==> src/rtl/sap_controller_sequencer.sv <==
// SAP-1 control sequencer: one-hot ring counter T1..T6 with combinational opcode decode.
// Optional single-step mode is enabled by defining SAP_SEQ_STEP_EN (adds the step input).
module sap_controller_sequencer #(
  parameter bit EP_EARLY = 1'b1
) (
  input  logic       clk,
  input  logic       rst_n,
`ifdef SAP_SEQ_STEP_EN
  input  logic       step,
`endif
  input  logic [3:0] opcode,
  output logic       cp,
  output logic       ep,
  output logic       lp,
  output logic       lm,
  output logic       ce,
  output logic       li,
  output logic       ei,
  output logic       la,
  output logic       ea,
  output logic       lb,
  output logic       su,
  output logic       eu,
  output logic       lo,
  output logic       hlt,
  output logic [5:0] tstate
);

  typedef enum logic [7:0] {
    S_BOOT = 8'b0000_0001,
    S_T1   = 8'b0000_0010,
    S_T2   = 8'b0000_0100,
    S_T3   = 8'b0000_1000,
    S_T4   = 8'b0001_0000,
    S_T5   = 8'b0010_0000,
    S_T6   = 8'b0100_0000,
    S_HALT = 8'b1000_0000
  } state_t;

  localparam logic [3:0] OP_LDA = 4'b0000;
  localparam logic [3:0] OP_ADD = 4'b0001;
  localparam logic [3:0] OP_SUB = 4'b0010;
  localparam logic [3:0] OP_JMP = 4'b0011;
  localparam logic [3:0] OP_OUT = 4'b1110;
  localparam logic [3:0] OP_HLT = 4'b1111;

  // Without the early PC enable there is nothing to do in BOOT, so reset lands on T1.
  localparam state_t RESET_STATE = EP_EARLY ? S_BOOT : S_T1;

  state_t state_r;
  state_t next_s;
  logic   advance_s;
  logic   cp_s, ep_s, lp_s, lm_s, ce_s, li_s, ei_s;
  logic   la_s, ea_s, lb_s, su_s, eu_s, lo_s, hlt_s;

`ifdef SAP_SEQ_STEP_EN
  assign advance_s = step;
`else
  assign advance_s = 1'b1;
`endif

  // State register: ring counter advancing on each enabled clock.
  always_ff @(posedge clk or negedge rst_n) begin
    if (!rst_n) begin
      state_r <= RESET_STATE;
    end else if (advance_s) begin
      state_r <= next_s;
    end else begin
      state_r <= state_r;
    end
  end

  // Next-state and raw strobe decode from state and opcode.
  always_comb begin
    next_s = state_r;
    cp_s   = 1'b0;
    ep_s   = 1'b0;
    lp_s   = 1'b0;
    lm_s   = 1'b0;
    ce_s   = 1'b0;
    li_s   = 1'b0;
    ei_s   = 1'b0;
    la_s   = 1'b0;
    ea_s   = 1'b0;
    lb_s   = 1'b0;
    su_s   = 1'b0;
    eu_s   = 1'b0;
    lo_s   = 1'b0;
    hlt_s  = 1'b0;
    case (state_r)
      S_BOOT: begin
        ep_s   = EP_EARLY;
        next_s = S_T1;
      end
      S_T1: begin
        lm_s   = 1'b1;
        ep_s   = !EP_EARLY;
        next_s = S_T2;
      end
      S_T2: begin
        cp_s   = 1'b1;
        next_s = S_T3;
      end
      S_T3: begin
        ce_s   = 1'b1;
        li_s   = 1'b1;
        next_s = S_T4;
      end
      S_T4: begin
        next_s = S_T5;
        case (opcode)
          OP_LDA, OP_ADD, OP_SUB: begin
            ei_s = 1'b1;
            lm_s = 1'b1;
          end
          OP_JMP: begin
            ei_s = 1'b1;
            lp_s = 1'b1;
          end
          OP_OUT: begin
            ea_s = 1'b1;
            lo_s = 1'b1;
          end
          OP_HLT: begin
            hlt_s  = 1'b1;
            next_s = S_HALT;
          end
          default: begin
            next_s = S_T5;
          end
        endcase
      end
      S_T5: begin
        next_s = S_T6;
        case (opcode)
          OP_LDA: begin
            ce_s = 1'b1;
            la_s = 1'b1;
          end
          OP_ADD, OP_SUB: begin
            ce_s = 1'b1;
            lb_s = 1'b1;
          end
          default: begin
            next_s = S_T6;
          end
        endcase
      end
      S_T6: begin
        next_s = S_T1;
        ep_s   = EP_EARLY && (opcode != OP_HLT);
        case (opcode)
          OP_ADD: begin
            eu_s = 1'b1;
            la_s = 1'b1;
          end
          OP_SUB: begin
            eu_s = 1'b1;
            su_s = 1'b1;
            la_s = 1'b1;
          end
          default: begin
            next_s = S_T1;
          end
        endcase
      end
      S_HALT: begin
        hlt_s  = 1'b1;
        next_s = S_HALT;
      end
      default: begin
        next_s = RESET_STATE;
      end
    endcase
  end

  // Reset forces every output low asynchronously; load strobes commit only on advancing clocks.
  assign cp     = rst_n & advance_s & cp_s;
  assign lp     = rst_n & advance_s & lp_s;
  assign lm     = rst_n & advance_s & lm_s;
  assign li     = rst_n & advance_s & li_s;
  assign la     = rst_n & advance_s & la_s;
  assign lb     = rst_n & advance_s & lb_s;
  assign lo     = rst_n & advance_s & lo_s;
  assign ep     = rst_n & ep_s;
  assign ce     = rst_n & ce_s;
  assign ei     = rst_n & ei_s;
  assign ea     = rst_n & ea_s;
  assign eu     = rst_n & eu_s;
  assign su     = rst_n & su_s;
  assign hlt    = rst_n & hlt_s;
  assign tstate = {6{rst_n}} & state_r[6:1];

endmodule

==> config.mk <==
export PLATFORM = sky130hd
export DESIGN_NAME = sap_controller_sequencer
export DESIGN_NICKNAME = d
export VERILOG_FILES = /design/src/rtl/sap_controller_sequencer.sv
export SDC_FILE = /design/constraint.sdc
export NUM_CORES = 1
export LEC_CHECK = 0
export BUFFER_PORTS_ARGS = -buffer_cell sky130_fd_sc_hd__buf_2
export CORE_AREA = 2 2 39 41
export CTS_CLUSTER_DIAMETER = 40
export CTS_CLUSTER_SIZE = 8
export DETAILED_ROUTE_END_ITERATION = 8
export DIE_AREA = 0 0 41 43
export PLACE_DENSITY = 0.87
export SLEW_MARGIN = 25
export SYNTH_ARGS = -nofsm -noshare
export SYNTH_HDL_FRONTEND = slang
export SYNTH_SLANG_ARGS = --single-unit
==> constraint.sdc <==
create_clock -name clk -period 3.35 [get_ports clk]
set_clock_uncertainty 0.1 [all_clocks]
set_input_delay 0.335 -clock clk [delete_from_list [all_inputs] [get_ports clk]]
set_output_delay 0.335 -clock clk [all_outputs]
set_load 0.05 [all_outputs]
==> impl_results.md <==
- Syn Area/Cell: between 9 and 10 µm²
- Die Y: 43 µm
- Final hold slack: ~0.33 ns
- Outcome: completed
- Yosys top cell area share: 0.297
- Post-Syn Nets: a little over 70
- Port Buffers: 25
- Drc violations: 0
- Detail Route Antenna Nets: 0
- Clk Latency, worst-skew pair: about 0.27 ns
- Layout cells sized above 1: 0.366
- Post-CTS setup buffers: 0
- Largest registers: state_r: 8 flops
- Fillers: between 100 and 150
- Crit Path Max Fanout: 5
- Post-synth top flop: dfrtp_1
- Crit Path Class: reg -> out
- CP Launch Point: state_r[7]
- # clock sinks: 8
- Clock root buffer master: clkbuf_4
- Cell internal pwr: 232 µW
- Post-synth top cells: and2_1 (10), nor2_1 (9), dfrtp_1 (7)
- Die Wd: 41 µm
- Initial Utilization: 0.426
- Clock network fraction of total power: 0.197
- Combinational share of power: 0.443
- CTS buffer count: 3
- Vias: ~600
- Fmax: around 0.41 GHz
- Reg2reg start: state_r[5]
- Worst EP arrival: slightly above 2 ns
- Register share of total power: 0.360
- Mapped Cells: 65
- Routed wire length per instance: around 12 µm
- PwrDens: between 500 and 600 nW/µm²
- Cell with the most instances after synthesis: and2_1
- Dpl hpwl: approximately 1100 µm
- Overall Global Routing Usage: 0.185
- Hold crit path type: in -> reg
- Largest net degree at the start of global routing: 23
- Die area: around 1800 µm²
- R2R Setup Slk: around 1.8 ns
- Max Cap Violations: 0
- Setup TNS: 0 ns
- Detailed Route Iter0 Violations: 14
- Cell taking the most area after synthesis: dfrtp_1
- Sequential share of the synthesized area: 0.342
- RSZ-0062 raised after global routing: false
- Cell Area, Synth: about 590 µm²
- Grt total ovfl: 0
- I/O pins: 26
- Antenna Cells: 0
- Worst-path clk slew: around 0.060 ns
- Worst Hold Launch: opcode[2]
- CTS resizes: 0
- Nets@finish: 100
- Switching part of the total: 0.457
- Clk buf depth: 2
- EDFF count, synth: 0
- Period utilization: 0.737
- Worst R2R End: state_r[0]
- Gp weighted congestion: a little over 0.8
- Crit path time final: between 2 and 2.5 ns
- First-pass GRT wire length: around 2200 µm
- Final WL: between 1000 and 1500 µm
- Initial antenna violation count: 0
- VDD IR max: around 0.21 mV
- # hold bufs at CTS: 1
- Via-to-Cell Ratio: 5.59
- Synthesis-stage register bit count: 8
- Worst setup SP type: flip-flop
- YS warnings: 0
- Htree depth: 1
- Reg with most FFs: state_r
- Fin. Hold Viols: 0
- Hold endpoint: state_r[7]
- Setup violators final: 0
- Post-route cell area: between 700 and 800 µm²
- Core area: about 1400 µm²
- Net Sw Power: 196 µW
- WP data required: 2.91 ns
- Multi-input logic area: about 370 µm²
- Leakage power: approximately 0.0004 µW
- Post-synth ARST share: 1.00
- Number of global-route vias before repair: ~500
- Synth top area cells: dfrtp_1 (30%), and2_1 (11%), nor4_4 (7.2%)
- Worst rel slew slack: 0.759
- Hold depth: 3
- Placed Area: ~720 µm²
- Register area: approximately 200 µm²
- TritonCTS clock tree: built
- Layout area overhead: 28.9%
- Site row count: 14
- Netlist cell types: 27
- Reg2reg path depth: 4
- Worst Setup End Kind: output port
- Measured slew at the worst slew-check pin: between 0.3 and 0.4 ns
- Final Max Tran Viols: 0
- DR pass1 iterations: 4
- Max FFs per register: 8
-- per-stage QoR --
stage	utilization	worst slack (ns)	cells	power, µW
final	0.549	0.881	109	428
after global routing	0.549	0.674	109	456
after CTS	0.549	0.867	109	430
after detailed placement	0.523	1.17	104	343
after global placement	0.523	1.22	104	336
after floorplan	-	0.360	65	298
-- power groups by stage --
stage,logic [µW],clock network (µW),registers [µW]
detailed placement,188,0,155
finish,189,84.4,154
global placement,181,0,154
CTS,190,85.7,154
global route,206,93.2,156
floorplan,149,0,149
-- worst max-delay path by stage --
stage,to,slack [ns],cells after the start
2_1_floorplan,lo,0.36,4
3_3_place_gp,la,1.22,5
3_5_place_dp,la,1.17,5
4_1_cts,la,0.87,5
5_1_grt,la,0.67,5
6_report,la,0.88,5
-- per-layer routing --
layer,vias to the layer above,part of all wire,GRT usage
met5,-,0,0
met4,0,0.017,0.0800
li1,298,-,-
met1,277,0.43,0.250
met3,2,0.067,0.0314
met2,32,0.49,0.278
-- final cells by class --
| type | count | share of cell area |
|---|---|---|
| timing repair buffer | 26 | 0.178 |
| multi-input combinational | 54 | 0.491 |
| sequential | 8 | 0.265 |
| inverter | 1 | 0.00494 |
| clock buffer | 4 | 0.0346 |
| tap | 16 | 0.0264 |
-- cell families after synthesis --
group	share of synthesized area
simple gates	0.531
flops	0.342
buf+inv	0.0255
compound gates	0.0871
xor+xnor	0.0149
-- worst max-delay path: stages (launching register included) --
cell and delay (ns):
dfrtp_1 0.43, nor4_4 0.42, nand4b_2 0.17, or3_1 0.33, a21oi_1 0.14, buf_2 0.27
-- layout by cell type, fill, tap and decap left out --
cell type / instances
a21oi_1: 1
nor2_1: 9
nand3_1: 1
dlygate4sd3_1: 1
o21ai_1: 1
a22o_1: 1
nand4b_1: 4
and4b_2: 1
nor2b_1: 3
a31o_2: 1
dfstp_2: 1
and4b_1: 4
xor2_1: 1
nand4b_2: 1
a21boi_0: 1
clkbuf_4: 3
dfrtp_1: 7
buf_2: 25
clkbuf_1: 1
o21ai_0: 2
and2_1: 10
nor4_4: 2
nand2b_1: 1
inv_1: 1
nor3_1: 3
a31oi_1: 1
nand4_1: 1
nand2_1: 4
or3_1: 1
No activity file was read; power rests on OpenSTA's default activity.
